<file path="src/rtl/drt_pkg.sv">
// drt_pkg -- shared constants for the Wishbone device ROM table.
//
// Holds the register map layout (header size, words per device entry,
// word offsets inside an entry, status bit position), the FSM state type
// and a helper that computes the first invalid word address for a given
// device count.
package drt_pkg;

  // Header occupies words 0..3; each device entry occupies four words.
  localparam int HDR_WORDS     = 4;
  localparam int WORDS_PER_DEV = 4;

  // Word index within a device entry (low two address bits).
  localparam logic [1:0] W_ID     = 2'd0;
  localparam logic [1:0] W_FLAGS  = 2'd1;
  localparam logic [1:0] W_OFFSET = 2'd2;
  localparam logic [1:0] W_SIZE   = 2'd3;

  // Header word addresses.
  localparam logic [31:0] ADR_VERSION_ID = 32'd0;
  localparam logic [31:0] ADR_COUNT      = 32'd1;
  localparam logic [31:0] ADR_STATUS     = 32'd2;

  // Bit inside the status word that reports a pending flag change.
  localparam int STATUS_PENDING_BIT = 0;

  // Bus handshake states.
  typedef enum logic [1:0] {
    ST_IDLE    = 2'd0,
    ST_WAIT    = 2'd1,
    ST_RESP    = 2'd2,
    ST_RELEASE = 2'd3
  } drt_state_e;

  // One past the last valid word address of the table.
  function automatic logic [31:0] map_limit(input int num_devices);
    return 32'(HDR_WORDS + WORDS_PER_DEV * num_devices);
  endfunction

endpackage

</file>
<file path="src/rtl/drt_entry_bank.sv">
// drt_entry_bank -- storage and read mux for the per-device entries.
//
// Each device has four words: ID, flags, base offset and size. ID, offset
// and size are constants taken from the packed parameters (entry 0 in the
// LSBs); the flags words are registers loaded from DEV_FLAGS_INIT on reset
// and rewritable through wr_en.
//
// Ports:
//   clk, rst      clock and synchronous active-high reset
//   dev, word     selected device index and word within the entry
//   wr_en         write wr_data into the selected device's flags register
//   wr_data       value for a flags write
//   rd_data       selected entry word (0 when dev is out of range)
//   wr_changes    wr_data differs from the selected flags register
module drt_entry_bank
  import drt_pkg::*;
#(
  parameter int                         NUM_DEVICES    = 1,
  parameter logic [32*NUM_DEVICES-1:0]  DEV_IDS        = '0,
  parameter logic [32*NUM_DEVICES-1:0]  DEV_FLAGS_INIT = '0,
  parameter logic [32*NUM_DEVICES-1:0]  DEV_OFFSETS    = '0,
  parameter logic [32*NUM_DEVICES-1:0]  DEV_SIZES      = '0
) (
  input  logic        clk,
  input  logic        rst,
  input  logic [3:0]  dev,
  input  logic [1:0]  word,
  input  logic        wr_en,
  input  logic [31:0] wr_data,
  output logic [31:0] rd_data,
  output logic        wr_changes
);

  logic [31:0] flags [NUM_DEVICES];

  // Flags registers; the device index is compared per entry so an
  // out-of-range index simply writes nothing.
  always_ff @(posedge clk) begin
    for (int i = 0; i < NUM_DEVICES; i++) begin
      if (rst) begin
        flags[i] <= DEV_FLAGS_INIT[32*i +: 32];
      end else if (wr_en && (dev == 4'(i))) begin
        flags[i] <= wr_data;
      end
    end
  end

  // Read mux and change detection for the selected entry.
  always_comb begin
    rd_data    = '0;
    wr_changes = 1'b0;
    for (int i = 0; i < NUM_DEVICES; i++) begin
      if (dev == 4'(i)) begin
        case (word)
          W_ID:     rd_data = DEV_IDS[32*i +: 32];
          W_FLAGS:  rd_data = flags[i];
          W_OFFSET: rd_data = DEV_OFFSETS[32*i +: 32];
          default:  rd_data = DEV_SIZES[32*i +: 32];
        endcase
        wr_changes = (flags[i] != wr_data);
      end
    end
  end

endmodule

</file>
<file path="src/rtl/wb_device_rom_table.sv">
// wb_device_rom_table -- Wishbone slave exposing a device ROM table.
//
// Word map: 0 = {version, id}, 1 = device count, 2 = status (bit 0 set
// while a flags change is pending), 3 = 0, then four words per device
// (ID, flags, offset, size). Reads of valid words are acked; writes are
// acked only for flags words when FLAGS_WRITABLE is set; everything else
// gets err. Each request produces one response cycle WAIT_STATES+1 cycles
// after the sampling edge, then the slave waits for the strobe to drop.
//
// Ports:
//   clk, rst                     clock, synchronous active-high reset
//   wbs_cyc_i/stb_i/we_i         Wishbone cycle, strobe, write enable
//   wbs_adr_i, wbs_dat_i         word address and write data
//   wbs_ack_o, wbs_err_o         single-cycle response
//   wbs_dat_o                    read data, zero outside the response cycle
//   wbs_int_o                    level interrupt: flags change pending
module wb_device_rom_table
  import drt_pkg::*;
#(
  parameter int                         NUM_DEVICES    = 1,
  parameter logic [15:0]                DRT_VERSION    = 16'h0001,
  parameter logic [15:0]                DRT_ID         = 16'hC594,
  parameter logic [32*NUM_DEVICES-1:0]  DEV_IDS        = '0,
  parameter logic [32*NUM_DEVICES-1:0]  DEV_FLAGS_INIT = '0,
  parameter logic [32*NUM_DEVICES-1:0]  DEV_OFFSETS    = '0,
  parameter logic [32*NUM_DEVICES-1:0]  DEV_SIZES      = '0,
  parameter int                         WAIT_STATES    = 0,
  parameter bit                         FLAGS_WRITABLE = 1'b0
) (
  input  logic        clk,
  input  logic        rst,
  input  logic        wbs_cyc_i,
  input  logic        wbs_stb_i,
  input  logic        wbs_we_i,
  input  logic [31:0] wbs_adr_i,
  input  logic [31:0] wbs_dat_i,
  output logic        wbs_ack_o,
  output logic        wbs_err_o,
  output logic [31:0] wbs_dat_o,
  output logic        wbs_int_o
);

  localparam logic [31:0] MAP_LIMIT = map_limit(NUM_DEVICES);

  drt_state_e  state;
  logic [2:0]  wait_cnt;
  logic [31:0] lat_adr;
  logic [31:0] lat_dat;
  logic        lat_we;
  logic        pending;

  logic [31:0] req_adr;
  logic [31:0] req_dat;
  logic        req_we;
  logic        adr_valid;
  logic        in_header;
  logic [3:0]  dev_idx;
  logic        is_flag_wr;
  logic        is_ok;
  logic [31:0] hdr_word;
  logic [31:0] bank_rd;
  logic        bank_changes;
  logic [31:0] rd_word;
  logic        commit;
  logic        enter_resp;

  // In IDLE the request is decoded straight from the bus so a zero-wait
  // response can be formed at the sampling edge; afterwards the latched
  // copy is used.
  always_comb begin
    if (state == ST_IDLE) begin
      req_adr = wbs_adr_i;
      req_dat = wbs_dat_i;
      req_we  = wbs_we_i;
    end else begin
      req_adr = lat_adr;
      req_dat = lat_dat;
      req_we  = lat_we;
    end
  end

  // Address decode. For addresses 4..67 the entry index is (adr>>2)-1;
  // 4-bit wrap-around keeps device 15 (slot 16) correct.
  always_comb begin
    adr_valid  = (req_adr < MAP_LIMIT);
    in_header  = (req_adr < 32'(HDR_WORDS));
    dev_idx    = req_adr[5:2] - 4'd1;
    is_flag_wr = req_we && FLAGS_WRITABLE && adr_valid && !in_header &&
                 (req_adr[1:0] == W_FLAGS);
    is_ok      = adr_valid && (!req_we || is_flag_wr);
  end

  // Header words and final read data selection.
  always_comb begin
    hdr_word = '0;
    case (req_adr[1:0])
      2'd0:    hdr_word = {DRT_VERSION, DRT_ID};
      2'd1:    hdr_word = 32'(NUM_DEVICES);
      2'd2:    hdr_word[STATUS_PENDING_BIT] = pending;
      default: hdr_word = '0;
    endcase
    rd_word = in_header ? hdr_word : bank_rd;
  end

  // Side effects (flags write, status clear) land on the edge that ends
  // the response cycle; the response itself is registered on entry.
  assign commit     = (state == ST_RESP);
  assign enter_resp = ((state == ST_IDLE) && wbs_cyc_i && wbs_stb_i && (WAIT_STATES == 0)) ||
                      ((state == ST_WAIT) && wbs_cyc_i && (wait_cnt == 3'd1));

  drt_entry_bank #(
    .NUM_DEVICES   (NUM_DEVICES),
    .DEV_IDS       (DEV_IDS),
    .DEV_FLAGS_INIT(DEV_FLAGS_INIT),
    .DEV_OFFSETS   (DEV_OFFSETS),
    .DEV_SIZES     (DEV_SIZES)
  ) u_bank (
    .clk       (clk),
    .rst       (rst),
    .dev       (dev_idx),
    .word      (req_adr[1:0]),
    .wr_en     (commit && is_flag_wr),
    .wr_data   (req_dat),
    .rd_data   (bank_rd),
    .wr_changes(bank_changes)
  );

  // Handshake FSM with registered ack/err/data outputs.
  always_ff @(posedge clk) begin
    if (rst) begin
      state     <= ST_IDLE;
      wait_cnt  <= '0;
      lat_adr   <= '0;
      lat_dat   <= '0;
      lat_we    <= 1'b0;
      wbs_ack_o <= 1'b0;
      wbs_err_o <= 1'b0;
      wbs_dat_o <= '0;
    end else begin
      wbs_ack_o <= 1'b0;
      wbs_err_o <= 1'b0;
      wbs_dat_o <= '0;
      if (enter_resp) begin
        wbs_ack_o <= is_ok;
        wbs_err_o <= !is_ok;
        wbs_dat_o <= (is_ok && !req_we) ? rd_word : '0;
      end
      case (state)
        ST_IDLE: begin
          if (wbs_cyc_i && wbs_stb_i) begin
            lat_adr <= wbs_adr_i;
            lat_dat <= wbs_dat_i;
            lat_we  <= wbs_we_i;
            if (WAIT_STATES > 0) begin
              state    <= ST_WAIT;
              wait_cnt <= 3'(WAIT_STATES);
            end else begin
              state <= ST_RESP;
            end
          end
        end
        ST_WAIT: begin
          if (!wbs_cyc_i) begin
            state    <= ST_IDLE;
            wait_cnt <= '0;
          end else if (wait_cnt == 3'd1) begin
            state    <= ST_RESP;
            wait_cnt <= '0;
          end else begin
            wait_cnt <= wait_cnt - 3'd1;
          end
        end
        ST_RESP: begin
          state <= ST_RELEASE;
        end
        ST_RELEASE: begin
          if (!wbs_stb_i) begin
            state <= ST_IDLE;
          end
        end
        default: state <= ST_IDLE;
      endcase
    end
  end

  // Pending flag: set by a flags write that changes a value, cleared by an
  // acked read of the status word (whose data was captured before this).
  always_ff @(posedge clk) begin
    if (rst) begin
      pending <= 1'b0;
    end else if (commit && is_flag_wr && bank_changes) begin
      pending <= 1'b1;
    end else if (commit && is_ok && !req_we && (req_adr == ADR_STATUS)) begin
      pending <= 1'b0;
    end
  end

  assign wbs_int_o = pending;

endmodule

</file>
<file path="config.mk">
export PLATFORM = sky130hd
export DESIGN_NAME = wb_device_rom_table
export DESIGN_NICKNAME = d
export VERILOG_FILES = /design/src/rtl/drt_pkg.sv /design/src/rtl/drt_entry_bank.sv /design/src/rtl/wb_device_rom_table.sv
export SDC_FILE = /design/constraint.sdc
export NUM_CORES = 1
export LEC_CHECK = 0
export CORE_MARGIN = 5
export CORE_UTILIZATION = 42
export DETAILED_ROUTE_END_ITERATION = 8
export PLACE_DENSITY = 0.87
export SLEW_MARGIN = 20
export SYNTH_ARGS = -nofsm -noshare
export SYNTH_HDL_FRONTEND = slang
export SYNTH_SLANG_ARGS = --single-unit
</file>
<file path="constraint.sdc">
create_clock -name clk -period 2.5 [get_ports clk]
set_clock_uncertainty 0.15 [all_clocks]
set_input_delay 0.375 -clock clk [delete_from_list [all_inputs] [get_ports clk]]
set_output_delay 0.375 -clock clk [all_outputs]
set_load 0.05 [all_outputs]
</file>
# After elaboration in Yosys (flattened, before gate mapping)
# Cells that the tools add are included.
[op_classes]
add_sub_neg = 2
magnitude_cmp = 2
eq_ne = 8
mux = 14
n_bitwise = 2
n_reduce_logical = 17
[ops]
columns = ["cell", "count"]
rows = [
  ["32-bit 2-to-1 mux", 4],
  ["32-bit by 3-bit less-than comparator with 1-bit output, second input constant", 1],
  ["32-bit by 4-bit less-than comparator with 1-bit output, second input constant", 1],
  ["16-bit 2-to-1 mux", 1],
  ["2-bit 2-to-1 mux", 4],
  ["2-bit case mux with 4 select lines", 1],
  ["1-bit logical AND", 7],
  ["3-bit 2-to-1 mux", 2],
  ["2-bit by 1-bit == test with 1-bit output, second input constant", 2],
  ["2-bit == test, second input constant", 2],
  ["2-bit logical NOT", 2],
  ["4-bit logical NOT", 1],
  ["4-bit by 1-bit subtractor with 4-bit output, second input constant", 1],
  ["3-bit by 1-bit == test with 1-bit output, second input constant", 1],
  ["3-bit by 2-bit inequality test with 1-bit output, second input constant", 1],
  ["3-bit AND reduction", 1],
  ["3-bit OR reduction", 1],
  ["3-bit by 1-bit subtractor with 3-bit output, second input constant", 1],
  ["1-bit logical NOT", 2],
  ["1-bit 2-to-1 mux", 2],
  ["2-bit by 1-bit inequality test with 1-bit output, second input constant", 1],
  ["2-bit inequality test, second input constant", 1],
  ["1-bit inverter", 2],
  ["2-bit AND reduction", 1],
  ["other kinds (2)", 2],
]
[word_totals]
register_bits = 72
input_bits = 69
output_inout_bits = 35
word_cells = 52

# Longest topological paths before layout
# Gate-level depths: netlist (run 1).
[depth]
ltp_word = 7
ltp_mapped = 7
depth_no_buf = 7

# Hierarchy
# From an unflattened synthesis (run 1), not the netlist that was laid out.
[hier_totals]
cells_unflattened = 707
hier_area_um2 = 6060.8
[modules_own_cells]
columns = ["module", "n_inst", "cells_each", "area_per_inst_um2", "seq_area_each_um2"]
rows = [
  ["wb_device_rom_table", 1, 556, 4235.3, 2082.0],
  ["drt_entry_bank", 1, 151, 1825.5, 960.9],
]

# Worst setup path before layout (run 1)
# No wires, ideal clock.
[synth_path]
path_type = "register to register"
from = "register lat_adr[7]"
to = "register wbs_err_o"
setup_time_ns = 0.115
t_arrival_ns = 1.329
required_time_ns = 2.235
setup_slack_ns = 0.906
stages_incl_launch_ff = 5
n_path_buf = 0
period_less_slack_ns = 1.594
path_cell_list = "dfxtp_1 -> or4_4 -> o41ai_4 -> o211ai_1 -> and2_1"
[synth_between]
elab_chain_len = 4
[synth_lines]
columns = ["element", "line_no", "rtl"]
rows = [
  ["from (decl)", "wb_device_rom_table.sv:47", "logic [31:0] lat_adr;"],
  ["from (signal assigned)", "wb_device_rom_table.sv:151", "lat_adr <= wbs_adr_i;"],
  ["32-bit 2-to-1 mux", "wb_device_rom_table.sv:71", "if (state == ST_IDLE) begin"],
  ["32-bit by 4-bit less-than comparator with 1-bit output", "wb_device_rom_table.sv:85", "adr_valid = (req_adr < MAP_LIMIT);"],
  ["1-bit logical AND", "wb_device_rom_table.sv:90", "is_ok = adr_valid && (!req_we || is_flag_wr);"],
  ["1-bit logical NOT", "wb_device_rom_table.sv:145", "wbs_err_o <= !is_ok;"],
  ["to (signal assigned)", "wb_device_rom_table.sv:145", ""],
  ["to (decl)", "wb_device_rom_table.sv:38", "output logic wbs_err_o,"],
]
# No other way between the ends.
# A chain may end at the register's enable or synchronous reset.

==> impl_summary.log, run 1 <==
INFO  metric coreArea = 4630 µm²
INFO  metric placement.setup.worst_slack = 0.460 ns
INFO  metric pin_count_of_the_biggest_net_entering_global_routing = 39
INFO  metric critical_path_buf_inv_count = 1
INFO  metric grt_overflow_total = 0
INFO  metric finalNetCount = 364
INFO  metric post-route-period-util = 83.4%
INFO  metric synth.ff_latch_count = 42
INFO  metric synth_top_cells_by_area = dfxtp_1, nand2_1, buf_4
INFO  metric cts_post_setup_buffers_inserted = 0
INFO  metric detailroute.via_count = 1717
INFO  metric grt_pass1_wl = 6.64 mm
INFO  metric critPathTopFamily = buffers and inverters
INFO  metric avgSynthCellArea = 7.75 µm²
INFO  metric drc = 0
INFO  metric critical_path.slowest_cell = clkdlybuf4s50_1
INFO  metric final_max_slew_viol_count = 0
INFO  metric hold_path.startpoint = lat_adr[18]
INFO  metric worstPathMaxFanout = 8
INFO  metric p_sw = 0.429 mW
INFO  metric first_iter_violations = 90
INFO  metric mostFrequentLayoutCells = nand2_1, clkdlybuf4s50_1, dfxtp_1
INFO  metric synthFlopType = dfxtp_1
INFO  metric drt_pass1_iterations = 4
INFO  metric numClockSinks = 42
INFO  metric gpl.final_weighted_congestion = 0.787
INFO  metric power.internal = 1.04 mW
INFO  metric first_global_vias = 1560
INFO  metric critical_path_arrival = 1.56 ns
INFO  metric maxCapViolCount = 0
INFO  metric postCtsResizedCells = 0
INFO  metric power.ir.vdd_worst = 0.000287 V
INFO  metric synth.yosys.seq_area_share = 42.7%
INFO  metric clk_latency = 0.29 ns
INFO  metric timing_hold_violations_final = 0
INFO  metric switching_share = 29.2%
INFO  metric ctsHoldBuffers = 0
INFO  metric layout_commonest_cell = nand2_1
INFO  metric syn-instance-count = 254
INFO  metric synth_async_sr_flop_share = 0%
INFO  metric clock-root-buffer = clkbuf_8
INFO  metric worst_setup_path_end_kind = output pin
INFO  metric routed_len_inst = 11.8 µm
INFO  metric port_buffers = 47
INFO  metric yosysUniqueCellTypes = 30
INFO  metric max_freq = 479 MHz
INFO  metric synth-edff-count = 0
INFO  metric mappedNetlistArea = 1970 µm²
INFO  metric clock_tree.buffer_depth = 2
INFO  metric clock_slew_seen_by_the_registers_of_the_worst_setup_and_hold_paths = 0.07 ns
INFO  metric report.final.setup_viol = 0
INFO  metric die-area = 6160 µm²
INFO  metric netlist.top_cell.by_area = dfxtp_1
INFO  metric final.setup.worst_slack = 0.414 ns
INFO  metric wirelength = 4.12 mm
INFO  metric count_of_antenna_diodes_in_the_layout = 0
INFO  metric avgViaCountPerCell = 4.93
INFO  metric floorplan.rows = 25
INFO  metric die_height = 78.5 µm
INFO  metric min-delay-path-class = flop to flop
INFO  metric power-per-cell-area = 601 nW/µm²
INFO  metric timing.setup.critical_path_class = flop to output pin
INFO  metric finalPower = 1.47 mW
INFO  metric initial_cell_density_of_the_core = 42.5%
INFO  metric area_share_of_the_largest_cell_type_after_synthesis = 42.7%
INFO  metric gate_power_share = 20.9%
INFO  metric maxSlewHeadroom = 66.6%
INFO  metric highest_cell_delay_on_the_worst_timing_path = 0.85 ns
INFO  metric power_frac_clock = 29.9%
INFO  metric status = finished clean
INFO  metric worst_r2r_startpoint = state[0]
INFO  metric timing.critical_path.from_type = flop
INFO  metric critical_path_required = 1.98 ns
INFO  metric synth_warnings = 0
INFO  metric route.antenna.remaining_nets = 0
INFO  metric tritoncts = yes
INFO  metric worst_slew_pin_slew = 0.500 ns
INFO  metric power.static_leakage = 0.910 nW
INFO  metric tritoncts.num_buffers = 5
INFO  metric share_seq_of_total_power = 49.2%
INFO  metric io-pin-count = 104
INFO  metric finalSetupTns = 0 ns
INFO  metric initial_antenna_violation_count = 0
INFO  metric die-width = 78.5 µm
INFO  metric cts_max_level = 2
INFO  metric track_usage = 13.4%
INFO  metric post-dp-hpwl = 3.09 mm
INFO  metric grt_setup_unrepaired = false
INFO  metric timing.critical_path.from = wbs_dat_o[15]
INFO  metric timing.final.crit_period = 2.09 ns
INFO  metric drive_above_1_share = 5.44%
INFO  metric synthToLayoutAreaGrowth = 24.2%
INFO  metric timing.critical_path.cells = clkdlybuf4s50_1
==> registers in the layout, summed over array words and instances, names as in the netlist <==
signal     flops
lat_we         1
wait_cnt       3
wbs_ack_o      1
wbs_err_o      1
wbs_dat_o      2
lat_adr       32
state          2
==> synth_stat cells (all sizes together) (2+ instances only) <==
| cell | instances |
|---|---|
| ha | 2 |
| inv | 7 |
| dfxtp | 42 |
| or4 | 2 |
| nand3 | 6 |
| buf | 38 |
| nor2 | 14 |
| clkbuf | 5 |
| a32oi | 2 |
| o21ai | 3 |
| a21oi | 37 |
| nor4 | 13 |
| nor3 | 3 |
| nand2 | 68 |
==> kinds of logic (layout without fill, tap and decap cells) <==
group           count (synthesis)  count (layout)  synth area share (%)
buf+inv                        50              67                  16.0
fa+ha+maj                       2               2                  1.27
mux                             1               1                 0.508
simple gates                  111             111                  24.9
other cells                     1              24                 0.190
flops                          42              42                  42.7
compound gates                 47              47                  14.4
==> cell type report <==
class,count,area (µm²)
fill,430,2180
timing repair buffer,52,520
sequential,42,841
clock buffer,7,86.3
tap,54,67.6
inverter,7,26.3
multi-input combinational,185,900
clock inverter,1,5.00
==> final timing paths <==
| kind | cells after the start | slack, ns | end |
|---|---|---|---|
| max | 1 | 0.41 | wbs_dat_o[7] |
| min | 2 | 0.30 | lat_adr[18] |
| max reg2reg | 5 | 0.65 | lat_adr[29] |
| min reg2reg | 2 | 0.30 | lat_adr[18] |
==> stage by stage <==
stage / area, µm² / util (%) / hold slack (ns) / instances
after floorplan: 2060 / - / 0.281 / 277
after global placement: 2350 / 50.9 / 0.291 / 340
after detailed placement: 2350 / 50.9 / 0.295 / 340
after CTS: 2450 / 52.8 / 0.305 / 348
after global routing: 2450 / 52.8 / 0.321 / 348
final: 2450 / 52.8 / 0.303 / 348
==> routing by layer <==
layer / vias to the layer above / share of wire (%) / wire length [µm] / GRT usage [%]
li1: 872 / - / - / -
met1: 783 / 42 / 1720 / 14.7
met2: 60 / 49 / 2020 / 23.7
met3: 2 / 8.8 / 363 / 5.39
met4: 0 / 0.34 / 14 / 4.20
met5: - / 0 / 0 / 0
==> power groups by stage <==
stage                     logic [mW]  registers [mW]  clock network, mW
after detailed placement       0.305           0.739                  0
final                          0.307           0.723              0.439
after CTS                      0.307           0.723              0.451
after floorplan                0.235           0.736                  0
after global placement         0.301           0.737                  0
after global routing           0.332           0.728              0.486
Power figures use the tool's default switching activity.
==> run 2, diff against run 1 <==
CORE_UTILIZATION = 35   (was 42)
PLACE_DENSITY = 0.78   (was 0.87)
clock period = 1.8 ns   (was 2.5 ns; I/O delays follow)
==> run 2 against run 1 <==
- clock-buffer cell count stayed put
- critical path type is now flop to flop
- die area is 17% higher
- critical path depth is 3 higher
- clock power is 27% higher
- final cell count is 6.6% higher
==> impl_summary.log, run 2 (same netlist as run 1, synthesis figures left out) <==
INFO  metric post-route-period-util = 92.4%
INFO  metric timing.critical_path.from_type = flop
INFO  metric report.final.setup_viol = 0
INFO  metric routed_len_inst = 11.4 µm
INFO  metric reg2reg_depth = 4
INFO  metric cts_post_setup_buffers_inserted = 0
INFO  metric tritoncts.num_buffers = 5
INFO  metric count_of_antenna_diodes_in_the_layout = 0
INFO  metric ctsHoldBuffers = 0
INFO  metric hold_path.startpoint = lat_adr[19]
INFO  metric post-dp-hpwl = 3.20 mm
INFO  metric power-per-cell-area = 806 nW/µm²
INFO  metric drc = 0
INFO  metric pin_count_of_the_biggest_net_entering_global_routing = 39
INFO  metric first_global_vias = 1564
INFO  metric grt_pass1_wl = 6.87 mm
INFO  metric die-area = 7230 µm²
INFO  metric initial_antenna_violation_count = 0
INFO  metric grt_setup_unrepaired = false
INFO  metric largestRegisters = lat_adr (32), wait_cnt (3)
INFO  metric drt_pass1_iterations = 4
INFO  metric ff2ff_setup_slack = 0.14 ns
INFO  metric status = finished clean
INFO  metric critical_path_arrival = 1.70 ns
INFO  metric first_iter_violations = 78
INFO  metric drive_above_1_share = 12.4%
INFO  metric power.ir.vdd_worst = 0.000305 V
INFO  metric final_max_slew_viol_count = 0
INFO  metric clk_latency = 0.29 ns
INFO  metric route.antenna.remaining_nets = 0
INFO  metric max_freq = 601 MHz
INFO  metric mostFrequentLayoutCells = nand2_1, dfxtp_1, a21oi_1
INFO  metric layout_commonest_cell = nand2_1
INFO  metric track_usage = 11.6%
INFO  metric largest_reg_flops = 32
INFO  metric worst_hold_path.num_cells = 2
INFO  metric clock_slew_seen_by_the_registers_of_the_worst_setup_and_hold_paths = 0.07 ns
INFO  metric synthToLayoutAreaGrowth = 26.2%
INFO  metric coreArea = 5470 µm²
INFO  metric timing.final.crit_period = 1.66 ns
INFO  metric cts_max_level = 2
INFO  metric fillers = 567
INFO  metric port_buffers = 47
INFO  metric die_height = 85.0 µm
INFO  metric maxCapViolCount = 0
INFO  metric timing_hold_violations_final = 0
INFO  metric die-width = 85.0 µm
INFO  metric r2r_end = wbs_err_o
INFO  metric finalSetupTns = 0 ns
INFO  metric layout.core_utilization = 45.4%
INFO  metric io-pin-count = 104
INFO  metric clock_tree.buffer_depth = 2
INFO  metric registers.top_by_ff_count = lat_adr
INFO  metric wirelength = 4.21 mm
INFO  metric worstPathMaxFanout = 2
INFO  metric finalPower = 2.00 mW
INFO  metric tritoncts = yes
INFO  metric finalNetCount = 370
INFO  metric worst_r2r_startpoint = lat_adr[7]
INFO  metric critical_path_required = 1.84 ns
INFO  metric initial_cell_density_of_the_core = 36.0%
INFO  metric detailroute.via_count = 1718
INFO  metric grt_overflow_total = 0
INFO  metric endpoint_worst_hold = lat_adr[19]
INFO  metric worst_setup_path_end_kind = flop
INFO  metric clock-root-buffer = clkbuf_8
INFO  metric timing.setup.critical_path_class = flop to flop
INFO  metric numClockSinks = 42
INFO  metric floorplan.rows = 27
INFO  metric avgViaCountPerCell = 4.63
INFO  metric min-delay-path-class = flop to flop
INFO  metric power.static_leakage = 0.952 nW
INFO  metric gpl.final_weighted_congestion = 0.750
[run 2: critical path, stage by stage, from the launching register on]
cell and delay, ns:
dfxtp_1 0.31, or4_4 0.54, o41ai_4 0.27, o211ai_1 0.13, and2_1 0.17
[run 2: power by group]
group          switching, mW  internal, mW
clock network          0.290         0.267
logic                  0.271         0.170
registers             0.0298         0.976
total                  0.591          1.41
[run 2: per-layer routing]
metal	track usage (%)	routed length, µm	vias up
met5	0	0	-
met4	5.18	71	0
met3	4.17	380	9
met2	18.1	1900	65
met1	14.5	1860	760
li1	-	-	884
[run 2: stage by stage]
stage          cell area (µm²)  hold slack, ns  instances  worst slack [ns]
3_5_place_dp              2380           0.296        364           -0.0822
6_report                  2490           0.304        371             0.137
4_1_cts                   2460           0.305        371             0.106
5_1_grt                   2490           0.316        371            0.0161
3_3_place_gp              2380           0.292        364           -0.0847
2_1_floorplan             2060           0.256        277             0.206
[run 2: how the worst max path moves through the flow]
| stage | start | to | slack (ns) |
|---|---|---|---|
| finish | lat_adr[7] | wbs_err_o | 0.14 |
| floorplan | lat_adr[7] | wbs_err_o | 0.21 |
| global route | wait_cnt[1] | wbs_dat_o[15] | 0.02 |
| CTS | lat_adr[7] | wbs_dat_o[15] | 0.11 |
| global placement | wbs_adr_i[20] | wbs_err_o | -0.08 |
| detailed placement | wbs_adr_i[20] | wbs_err_o | -0.08 |
[run 2: cell type report]
| type | instances | area (µm²) | area share [%] |
|---|---|---|---|
| Sequential cell | 42 | 843 | 33.9 |
| Multi-Input combinational cell | 185 | 925 | 37.2 |
| Inverter | 7 | 26.3 | 1.06 |
| Clock buffer | 7 | 76.3 | 3.07 |
| Timing Repair Buffer | 58 | 526 | 21.1 |
| Tap cell | 72 | 90.1 | 3.62 |
[run 2: what timing repair did]
item / in CTS / in global routing
resized for setup: 0 / 8
endpoints found under the setup margin: 0 / 2
hold endpoints to repair: 0 / 0
